### src/rtl/mpu_irq_pkg.sv
// Shared types and defaults for the MPU interrupt initiator.
// The retry feature is enabled by defining MPU_IRQ_GEN_RETRY_EN.
package mpu_irq_pkg;

    typedef enum logic [1:0] {
        IDLE      = 2'd0,
        FIRE      = 2'd1,
        WAIT_LOW  = 2'd2,
        WAIT_HIGH = 2'd3
    } irq_state_e;

    localparam int DATA_W_DEF  = 64;
    localparam int TIMEOUT_DEF = 255;
    localparam int RETRY_W     = 8;

endpackage

### src/rtl/mpu_irq_fifo.sv
// Pending-event FIFO: power-of-two depth, registered occupancy, combinational head.
// The head reads as zero whenever the FIFO is empty.
module mpu_irq_fifo #(
    parameter int DEPTH  = 4,
    parameter int DATA_W = 64
) (
    input  logic                   clk_i,
    input  logic                   rst_ni,
    input  logic                   push_i,
    input  logic [DATA_W-1:0]      wdata_i,
    input  logic                   pop_i,
    output logic                   full_o,
    output logic                   empty_o,
    output logic [$clog2(DEPTH):0] count_o,
    output logic [DATA_W-1:0]      head_o
);

    localparam int AW = $clog2(DEPTH);
    localparam int CW = AW + 1;
    localparam logic [CW-1:0] CNT_ONE  = CW'(1);
    localparam logic [CW-1:0] CNT_FULL = CW'(DEPTH);
    localparam logic [AW-1:0] PTR_ONE  = AW'(1);

    logic [DATA_W-1:0] mem_q [DEPTH];
    logic [AW-1:0]     wr_ptr_q;
    logic [AW-1:0]     rd_ptr_q;
    logic [CW-1:0]     count_q;
    logic              do_push;
    logic              do_pop;

    // Full/empty come from the registered count, so a pop never frees a slot
    // for a push in the same cycle.
    assign full_o  = (count_q == CNT_FULL);
    assign empty_o = (count_q == '0);
    assign do_push = push_i && !full_o;
    assign do_pop  = pop_i && !empty_o;

    always_ff @(posedge clk_i or negedge rst_ni) begin
        if (!rst_ni) begin
            wr_ptr_q <= '0;
            rd_ptr_q <= '0;
            count_q  <= '0;
        end else begin
            if (do_push) begin
                wr_ptr_q <= wr_ptr_q + PTR_ONE;
            end
            if (do_pop) begin
                rd_ptr_q <= rd_ptr_q + PTR_ONE;
            end
            case ({do_push, do_pop})
                2'b10:   count_q <= count_q + CNT_ONE;
                2'b01:   count_q <= count_q - CNT_ONE;
                default: count_q <= count_q;
            endcase
        end
    end

    always_ff @(posedge clk_i) begin
        if (do_push) begin
            mem_q[wr_ptr_q] <= wdata_i;
        end
    end

    assign count_o = count_q;
    assign head_o  = empty_o ? '0 : mem_q[rd_ptr_q];

endmodule

### src/rtl/mpu_irq_gen.sv
// MPU-side interrupt initiator: queues core events and issues them one at a time
// to the host unit. Define MPU_IRQ_GEN_RETRY_EN to re-fire an unacknowledged irq.
module mpu_irq_gen
    import mpu_irq_pkg::*;
#(
    parameter int DEPTH  = 4,
    parameter int DATA_W = DATA_W_DEF
`ifdef MPU_IRQ_GEN_RETRY_EN
    ,
    parameter int TIMEOUT = TIMEOUT_DEF
`endif
) (
    input  logic                   sys_clk,
    input  logic                   sys_rst_n,
    input  logic                   req,
    input  logic [DATA_W-1:0]      req_data,
    output logic                   req_ready,
    output logic                   irq,
    output logic [DATA_W-1:0]      data,
    input  logic                   en,
    output logic                   busy,
    output logic [$clog2(DEPTH):0] pending,
    output logic                   overflow,
`ifdef MPU_IRQ_GEN_RETRY_EN
    output logic [RETRY_W-1:0]     retries,
`endif
    output logic [1:0]             state_dbg
);

    // Handshake: the core pushes when req && req_ready; irq is a one-cycle
    // issue strobe with data stable until the host drops en (accept) and
    // raises it again (commit), at which point the head event is popped.

    irq_state_e state_q;
    logic       irq_q;
    logic       busy_q;
    logic       overflow_q;
    logic       fifo_full;
    logic       fifo_empty;
    logic       fifo_push;
    logic       fifo_pop;

`ifdef MPU_IRQ_GEN_RETRY_EN
    localparam int CNT_W = (TIMEOUT < 2) ? 1 : $clog2(TIMEOUT + 1);
    localparam logic [CNT_W-1:0] CNT_LAST = CNT_W'(TIMEOUT - 1);
    localparam logic [CNT_W-1:0] CNT_ONE  = CNT_W'(1);
    localparam logic [RETRY_W-1:0] RETRY_ONE = RETRY_W'(1);

    logic [CNT_W-1:0]   wait_cnt_q;
    logic [RETRY_W-1:0] retries_q;
`endif

    assign fifo_push = req && !fifo_full;
    assign fifo_pop  = (state_q == WAIT_HIGH) && en;

    mpu_irq_fifo #(
        .DEPTH  (DEPTH),
        .DATA_W (DATA_W)
    ) u_fifo (
        .clk_i   (sys_clk),
        .rst_ni  (sys_rst_n),
        .push_i  (fifo_push),
        .wdata_i (req_data),
        .pop_i   (fifo_pop),
        .full_o  (fifo_full),
        .empty_o (fifo_empty),
        .count_o (pending),
        .head_o  (data)
    );

    always_ff @(posedge sys_clk or negedge sys_rst_n) begin
        if (!sys_rst_n) begin
            overflow_q <= 1'b0;
        end else if (req && fifo_full) begin
            overflow_q <= 1'b1;
        end
    end

    // irq_q and busy_q are updated alongside the state so they mirror
    // "state == FIRE" and "state != IDLE" without a decode stage.
    always_ff @(posedge sys_clk or negedge sys_rst_n) begin
        if (!sys_rst_n) begin
            state_q    <= IDLE;
            irq_q      <= 1'b0;
            busy_q     <= 1'b0;
`ifdef MPU_IRQ_GEN_RETRY_EN
            wait_cnt_q <= '0;
            retries_q  <= '0;
`endif
        end else begin
            irq_q <= 1'b0;
            case (state_q)
                IDLE: begin
                    if (!fifo_empty && en) begin
                        state_q <= FIRE;
                        irq_q   <= 1'b1;
                        busy_q  <= 1'b1;
                    end
                end
                FIRE: begin
                    state_q <= WAIT_LOW;
`ifdef MPU_IRQ_GEN_RETRY_EN
                    wait_cnt_q <= '0;
`endif
                end
                WAIT_LOW: begin
                    if (!en) begin
                        state_q <= WAIT_HIGH;
                    end
`ifdef MPU_IRQ_GEN_RETRY_EN
                    else if (wait_cnt_q == CNT_LAST) begin
                        state_q <= FIRE;
                        irq_q   <= 1'b1;
                        if (retries_q != '1) begin
                            retries_q <= retries_q + RETRY_ONE;
                        end
                    end else begin
                        wait_cnt_q <= wait_cnt_q + CNT_ONE;
                    end
`endif
                end
                WAIT_HIGH: begin
                    if (en) begin
                        state_q <= IDLE;
                        busy_q  <= 1'b0;
                    end
                end
                default: begin
                    state_q <= IDLE;
                    busy_q  <= 1'b0;
                end
            endcase
        end
    end

    assign req_ready = !fifo_full;
    assign irq       = irq_q;
    assign busy      = busy_q;
    assign overflow  = overflow_q;
    assign state_dbg = state_q;
`ifdef MPU_IRQ_GEN_RETRY_EN
    assign retries   = retries_q;
`endif

endmodule

### config.mk
export PLATFORM = sky130hd
export DESIGN_NAME = mpu_irq_gen
export DESIGN_NICKNAME = d
export VERILOG_FILES = /design/src/rtl/mpu_irq_pkg.sv /design/src/rtl/mpu_irq_fifo.sv /design/src/rtl/mpu_irq_gen.sv
export SDC_FILE = /design/constraint.sdc
export NUM_CORES = 1
export LEC_CHECK = 0
export ABC_AREA = 1
export BUFFER_PORTS_ARGS = -buffer_cell sky130_fd_sc_hd__buf_4
export CORE_MARGIN = 1
export CORE_UTILIZATION = 45
export DETAILED_ROUTE_END_ITERATION = 10
export PLACE_DENSITY = 0.76
export SYNTH_ARGS = -nofsm -noshare
export SYNTH_HDL_FRONTEND = slang
export SYNTH_SLANG_ARGS = --single-unit
### constraint.sdc
create_clock -name sys_clk -period 6.4 [get_ports sys_clk]
set_input_delay 0 -clock sys_clk [delete_from_list [all_inputs] [get_ports sys_clk]]
set_output_delay 0 -clock sys_clk [all_outputs]
set_load 0.1 [all_outputs]
# == Word level (Yosys, flattened, before mapping) ==
# Memories as Yosys holds them, arrays and structs flattened.
# Cells that the tools add are included.
# word_totals
register_bits,12
mem_bits_rw,256
in_bits,68
mem_count,1
# op_classes
n_addsub,4
eq_ne,9
mux,13
reduce_logical,14
# memory_table
name,depth,word_bits,read_ports,rd_clocked_by_memory_dff,wr,line,rtl
u_fifo.mem_q,4,64,1,0,1,mpu_irq_fifo.sv:24,logic [DATA_W-1:0] mem_q [DEPTH];
# op_table
op,n
64-bit two-way mux,1
2-bit case mux with 4 select lines,1
2-bit equality test (second input constant),3
1-bit logical AND,6
1-bit two-way mux,6
2-bit two-way mux,3
2-bit inequality test (second input constant),3
3-bit case mux with 2 select lines,1
3-bit AND reduction,2
2-bit by 1-bit adder with 2-bit output (second input constant),2
2-bit by 1-bit equality test with 1-bit output (second input constant),2
2-bit nonzero test,2
3-bit by 1-bit adder with 3-bit output (second input constant),1
3-bit equality test (second input constant),1
3-bit logical NOT,1
3-bit by 1-bit subtractor with 3-bit output (second input constant),1
1-bit logical NOT,2
2-bit logical NOT,1
1-bit case mux with 2 select lines,1

# == Longest topological paths before layout ==
# Gate-level depths: netlist of the first run.
# logic_depth
ltp_word,6
mapped_depth,11
ltp_nobuf,11

# == Modules after synthesis ==
# From an unflattened synthesis of the first run, not the netlist that was laid out.
# hier_totals
cells_unflattened,1108
hier_area_um2,11602.4
# by_module_without_submodules
module,instances,cells_per_inst,area_each_um2
mpu_irq_fifo,1,1068,11280.8
mpu_irq_gen,1,40,321.6

# == Worst setup path before layout of the first run ==
# No wires, ideal clock.
# synth_path
path_kind,register to register
from,reg u_fifo.count_q[1] (netlist: u_fifo.count_o[1])
to,mem u_fifo.mem_q[0][0] (enable)
setup_time_ns,0.487
arrival_ns,4.947
slack_ns,0.966
stages_incl_launch_ff,5
n_path_buf,0
cell_sequence,dfrtp_1 nor2_1 nand2_1 nand2_1 nor2_1
# synth_via
elab_chain_cells,6
# synth_lines
element,line,rtl
from (decl),mpu_irq_fifo.sv:27,logic [CW-1:0] count_q;
from (signal assigned),mpu_irq_fifo.sv:51,2'b10: count_q <= count_q + CNT_ONE;
from (signal assigned),mpu_irq_fifo.sv:52,2'b01: count_q <= count_q - CNT_ONE;
from (signal assigned),mpu_irq_fifo.sv:53,default: count_q <= count_q;
3-bit equality test (*),mpu_irq_fifo.sv:33,assign full_o = (count_q == CNT_FULL);
1-bit logical NOT (*),-,
via req_ready,mpu_irq_gen.sv:17,"output logic req_ready,"
1-bit logical AND,mpu_irq_gen.sv:53,assign fifo_push = req && !fifo_full;
1-bit logical AND (*),mpu_irq_fifo.sv:35,assign do_push = push_i && !full_o;
1-bit two-way mux (*),mpu_irq_fifo.sv:59,if (do_push) begin
1-bit two-way mux (implied by the code) (*),mpu_irq_fifo.sv:60,mem_q[wr_ptr_q] <= wdata_i;
to (decl),mpu_irq_fifo.sv:24,
# The timed path passes the listed nets; every way through them passes the cells marked *.

# == Worst setup path in the final report of the first run ==
# layout_path
from,reg u_fifo.rd_ptr_q[0]
to,out data[49]
# layout_via
elab_chain_cells,2
# layout_lines
element,line,rtl
from (decl),mpu_irq_fifo.sv:26,logic [AW-1:0] rd_ptr_q;
from (signal assigned),mpu_irq_fifo.sv:48,rd_ptr_q <= rd_ptr_q + PTR_ONE;
memory 4 x 64 bit,-,
64-bit two-way mux,mpu_irq_fifo.sv:65,assign head_o = empty_o ? '0 : mem_q[rd_ptr_q];
to (decl),mpu_irq_gen.sv:19,"output logic [DATA_W-1:0] data,"
# No other way between the ends.

==> results of run 1 <==
[worst paths after layout]
| kind | from | slack (ns) | end |
|---|---|---|---|
| min in group asynchronous | sys_rst_n | 0.56 | overflow |
| worst min-delay path | req_data[3] | 0.21 | u_fifo.mem_q[1][3] |
| worst max register to register | u_fifo.count_o[1] | 3.67 | u_fifo.mem_q[2][56] |
| max in group asynchronous | sys_rst_n | 5.42 | u_fifo.rd_ptr_q[0] |
| worst min register to register | busy | 0.47 | busy |
| worst max-delay path | u_fifo.rd_ptr_q[0] | 2.96 | data[49] |
[routing by layer]
layer	part of all wire	wire, um	vias up	global-route usage
met4	0.020	456	0	0.04715
met2	0.51	11650	221	0.3421
met1	0.42	9608	3391	0.2483
met5	0	0	-	0
met3	0.056	1300	30	0.02981
li1	-	-	3325	-
[state kept, by name, summed over array words and instances (netlist names)]
signal,cells
state_dbg,2
u_fifo.count_o,3
irq,1
overflow,1
busy,1
u_fifo.mem_q,256
u_fifo.rd_ptr_q,2
u_fifo.wr_ptr_q,2
[placed cells by master (no fill, tap or decap), drive strengths merged]
cell type,n
nand3,3
dlygate4sd3,68
xor2,3
inv,17
nand2,18
buf,149
a21oi,67
o21ai,130
clkbuf,30
a31o,1
bufinv,4
nor2,266
clkinv,10
xnor2,2
edfxtp,256
or2,1
dfrtp,12
clkinvlp,1
diode,2
fa,1
ha,8
[cells by family after synthesis]
group,after synthesis,share of synthesized area
AOI/OAI and AO/OA,198,0.09419
xor gates and xnor gates,5,0.004148
adders and majority gates,9,0.01137
buffers and inverters,65,0.03092
DFF,268,0.7564
and+or+nand+nor,288,0.1030
[synth_stat cells]
| master | instances | area [um^2] |
|---|---|---|
| a21oi_1 | 67 | 335.3 |
| a31o_2 | 1 | 8.760 |
| buf_1 | 6 | 22.52 |
| buf_2 | 12 | 60.06 |
| buf_4 | 14 | 105.1 |
| buf_6 | 2 | 22.52 |
| clkbuf_1 | 13 | 48.80 |
| dfrtp_1 | 12 | 300.3 |
| edfxtp_1 | 256 | 7687 |
| fa_1 | 1 | 20.02 |
| ha_1 | 8 | 100.1 |
| inv_1 | 15 | 56.30 |
| inv_2 | 3 | 11.26 |
| nand2_1 | 18 | 67.56 |
| nand3_1 | 3 | 15.01 |
| nor2_1 | 266 | 998.5 |
| o21ai_0 | 121 | 605.6 |
| o21ai_1 | 9 | 45.04 |
| or2_2 | 1 | 6.260 |
| xnor2_1 | 2 | 17.52 |
| xor2_1 | 3 | 26.28 |
[worst reg2reg max path, stage by stage, from the launching register on]
cell and delay [ns]:
dfrtp_1 0.40, nor2_1 0.09, nand2_1 0.08, nand2_1 0.30, nor2_4 0.89, buf_4 0.59
[repair_timing]
action,CTS,global route
setup endpoints to repair,0,0
gates resized for setup,0,0
buffers inserted,0,0
hold endpoints to repair,275,0
hold buffers,68,0
[stage by stage]
| stage | hold slack, ns | setup WS, ns | cell area, um^2 | instances | util |
|---|---|---|---|---|---|
| after floorplan | -0.2956 | 0.9661 | 10560 | 833 | - |
| after global placement | -0.1515 | 3.588 | 11850 | 1248 | 0.5186 |
| after detailed placement | -0.1509 | 3.541 | 11850 | 1248 | 0.5186 |
| after CTS | 0.2047 | 2.976 | 13380 | 1360 | 0.5856 |
| after global routing | 0.2068 | 2.689 | 13380 | 1362 | 0.5858 |
| final | 0.2116 | 2.962 | 13380 | 1362 | 0.5858 |
[layout make-up]
class                   count  share of cell area
flip-flops and latches    268              0.5972
repair buffers            217              0.1344
diodes                      2           0.0003739
clock inverters            14             0.01225
multi-input cells         500              0.1700
clock buffers              30             0.05132
well taps                 313             0.02926
inverters                  18            0.005142
==> run metrics, run 1 <==
Clock Path Buffers=3; distinct cell type count after synthesis=21; Syn Inst Count=833; hpwl dp=11860 um; Post-Syn Area=0.01056 mm^2; CTS H-tree depth=1; DR vias=6967; cts bufs inserted=27; Critical Path RT=6.40 ns; CTS tree=done; CORE AREA=0.02285 mm^2; worst path cell trace=clkinv_2 > buf_4 > o21ai_0 > a21oi_1 > buf_4; Final Setup Violations=0; CP dominant cell by count=buf_4; 1st-pass router iterations=5; Area Growth Syn to Fin=26.74%; Root Driver=clkbuf_16; Achievable Freq=0.2908 GHz; die span in y=155.2 um; routed wire length=23020 um; FF/Latch Area=0.007993 mm^2; max incr delay on CP=0.85 ns; synthesized flop and latch total=268; fin crit share=0.5372; CP Depth=5; DR vias/cell=5.115; status=completed; CP arrival=3.44 ns; port bufs=140; vias in the first global route=6867; Final Skew=0.01721 ns; gpl congestion=0.7270; grt ovf=0; initial core utilization=0.4622; DIE AREA=0.02408 mm^2; I/O pins=141; largest net degree at the start of global routing=80; layout cells sized above 1=0.1853; Buf/Inv on CP=3; Reg2Reg Depth=5; CP delay by family, top=buffers and inverters; hold crit path type=input pin to register; RSZ-0062 raised after global routing=false; Worst setup EP type=output port; gr usage total=0.1927; Die W=155.2 um; Worst-Skew Late Latency=0.53 ns; WL per Instance=16.90 um; initial antenna violation count=2; Final Hold Fails=0; Max-slew headroom=0.3112; slowest library cell on the worst path=dfrtp_4; Sink Count=268; CP Max Fanout=79; clock slew at reported path FFs=0.06 ns; Setup CP Type=register to output port; DRC=0; Final #Nets=1109; Worst-Margin Slew=1.033 ns; Worst setup SP type=register; Final ANT Viol Nets=0; Filler cells=1815; Mapped Nets=910; synth warn=0; Fin Setup TNS=0 ns; Syn Area/Cell=12.68 um^2; Max-Cap Viols=0; final max-slew violation count=0; Min Clock Period, post-route=3.438 ns; FP Rows=55; hold path depth=2; global-route wire length before repair=36110 um; register area share after synthesis=0.7564; initial drt markers=540; area of the multi-input gates=0.002276 mm^2
Power of run 1 is not shown: default switching activity piles up to over one toggle a cycle in this logic, so the estimate is an artifact.
==> run 2: changes to the inputs <==
==> constraint.sdc (replaced) <==
create_clock -name sys_clk -period 3.3 [get_ports sys_clk]
set_input_delay 0 -clock sys_clk [delete_from_list [all_inputs] [get_ports sys_clk]]
set_output_delay 0 -clock sys_clk [all_outputs]
set_load 0.1 [all_outputs]
==> run 2 against run 1 <==
Effect of this change: setup slack got worse by 2.4 ns; critical path depth is 1 higher; first-iteration DRC count rose by 11%; cell count rose by 0.95%; flip-flop and latch count unchanged; non-clock buffer count rose by 6; core utilization is 0.65 points higher; clock skew down 0.0083 ns; largest cell class unchanged.
==> run metrics, run 2 (synthesis results as in run 1) <==
Final Setup Violations=0 (unchanged); cts bufs inserted=28 (+3.7%); CP Max Fanout=81 (+2.5%); Hold Worst Slack=0.2120 ns (+0.0003830 ns); gpl congestion=0.7632 (+5.0%); initial antenna violation count=1 (-1); Filler cells=1809 (-0.33%); Top reg by flops=u_fifo.mem_q; DRC=0 (unchanged); Root Driver=clkbuf_16; port bufs=140 (unchanged); Final Skew=0.008948 ns (-0.008261 ns); slowest library cell on the worst path=buf_4; I/O pins=141 (unchanged); largest net degree at the start of global routing=82 (+2.5%); Worst-Skew Late Latency=0.53 ns (about the same); worst path cell trace=buf_4 > nor2_1 > nor2_1 > o21ai_0 > a21oi_1 > buf_4; Min Clock Period, post-route=2.720 ns; most common cell after layout, fill and taps aside=nor2_1; DR vias=6912 (-0.79%); max reg flops=256 (unchanged); Final Util=0.5923 (+0.006517); Worst setup EP type=output port; DR vias/cell=5.027 (-1.7%); routed wire length=22870 um (-0.66%); status=completed; CORE AREA=0.02285 mm^2 (unchanged); CP arrival=2.72 ns (-0.72 ns); max incr delay on CP=0.69 ns (-0.16 ns); Setup WS pre-CTS=1.077 ns (-2.464 ns); 1st-pass router iterations=5 (unchanged); Worst setup SP type=register; CTS tree=done; Sink Count=268 (unchanged); final max-slew violation count=0 (unchanged); gr usage total=0.1877 (-0.004936); Final Hold Fails=0 (unchanged); vias in the first global route=6859 (-0.12%); hold crit path type=input pin to register; grt ovf=0 (unchanged); die span in y=155.2 um (unchanged); Achievable Freq=0.3676 GHz; most frequent cells in the layout=nor2_1, edfxtp_1, buf_4; clock slew at reported path FFs=0.06 ns (about the same); Max-slew headroom=0.4039 (+0.09265); fin crit share=0.8243; Max-Cap Viols=0 (unchanged); Final #Nets=1116 (+0.63%); FP Rows=55 (unchanged); hpwl dp=13200 um (+11%); post-route setup slack=0.5798 ns (-2.382 ns); CTS H-tree depth=1 (unchanged); RSZ-0062 raised after global routing=false; layout cells sized above 1=0.1960 (+0.01075); global-route wire length before repair=35170 um (-2.6%); Final ANT Viol Nets=0 (unchanged); Worst-Margin Slew=0.8942 ns (-0.1390 ns); Fin Setup TNS=0 ns (unchanged); initial drt markers=602 (+11%); Setup CP Type=register to output port; initial core utilization=0.4622 (unchanged); DIE AREA=0.02408 mm^2 (unchanged); Die W=155.2 um (unchanged); WL per Instance=16.63 um (-1.6%); Critical Path RT=3.30 ns (-3.10 ns); post_cts resized=0 (unchanged); Area Growth Syn to Fin=28.15%; Clock Path Buffers=3 (unchanged)
-- run 2: changes by cell type in the layout (fill, tap and decap cells not counted), sizes merged --
cell    before  now
diode        2    1
clkbuf      30   34
buf        149  155
clkinv      10   14
-- run 2: final cells by class --
class / instances / area [um^2] / share of cell area
Inverter: 18 / 68.82 / 0.005085
Clock buffer: 34 / 744.5 / 0.05501
Sequential cell: 268 / 7995 / 0.5908
Clock inverter: 18 / 182.7 / 0.01350
Antenna cell: 1 / 2.502 / 0.0001849
Multi-Input combinational cell: 500 / 2278 / 0.1684
Tap cell: 313 / 391.6 / 0.02894
Timing Repair Buffer: 223 / 1869 / 0.1381
-- run 2: timing repair --
action,CTS,global route
setup buffers,0,0
hold endpoints to repair,275,0
hold buffers,68,0
setup endpoints to repair,0,0
-- run 2: layer usage --
metal / up-vias / part of all wire / GRT usage
met3: 42 / 0.063 / 0.03064
met2: 223 / 0.51 / 0.3325
met5: - / 0 / 0
li1: 3350 / - / -
met1: 3297 / 0.40 / 0.2349
met4: 0 / 0.025 / 0.06256
-- run 2: worst paths after layout --
kind / startpoint / slack, ns / endpoint / depth (start not counted)
max in group asynchronous: sys_rst_n / 2.37 / u_fifo.rd_ptr_q[0] / 3
min reg2reg: overflow / 0.47 / overflow / 1
min in group asynchronous: sys_rst_n / 0.53 / u_fifo.count_o[2] / 3
min: req_data[48] / 0.21 / u_fifo.mem_q[3][48] / 2
max: u_fifo.rd_ptr_q[0] / 0.58 / data[30] / 6
max reg2reg: u_fifo.count_o[1] / 1.08 / u_fifo.count_o[2] / 10
-- run 2: stage by stage --
stage | cells | cell area [um^2]
CTS | 1374 | 13530
floorplan | 833 | 10600
finish | 1375 | 13530
detailed placement | 1254 | 11920
global route | 1375 | 13530
global placement | 1254 | 11920
-- run 2: critical path, delay by kind of cell, from the launching register on --
| kind | cells | cell delay (ns) |
|---|---|---|
| buffers and inverters | 2 | 1.04 |
| AOI/OAI and AO/OA | 2 | 0.43 |
| DFF | 1 | 0.42 |
| and+or+nand+nor | 2 | 0.24 |
Power of run 2 is left out for the same reason.
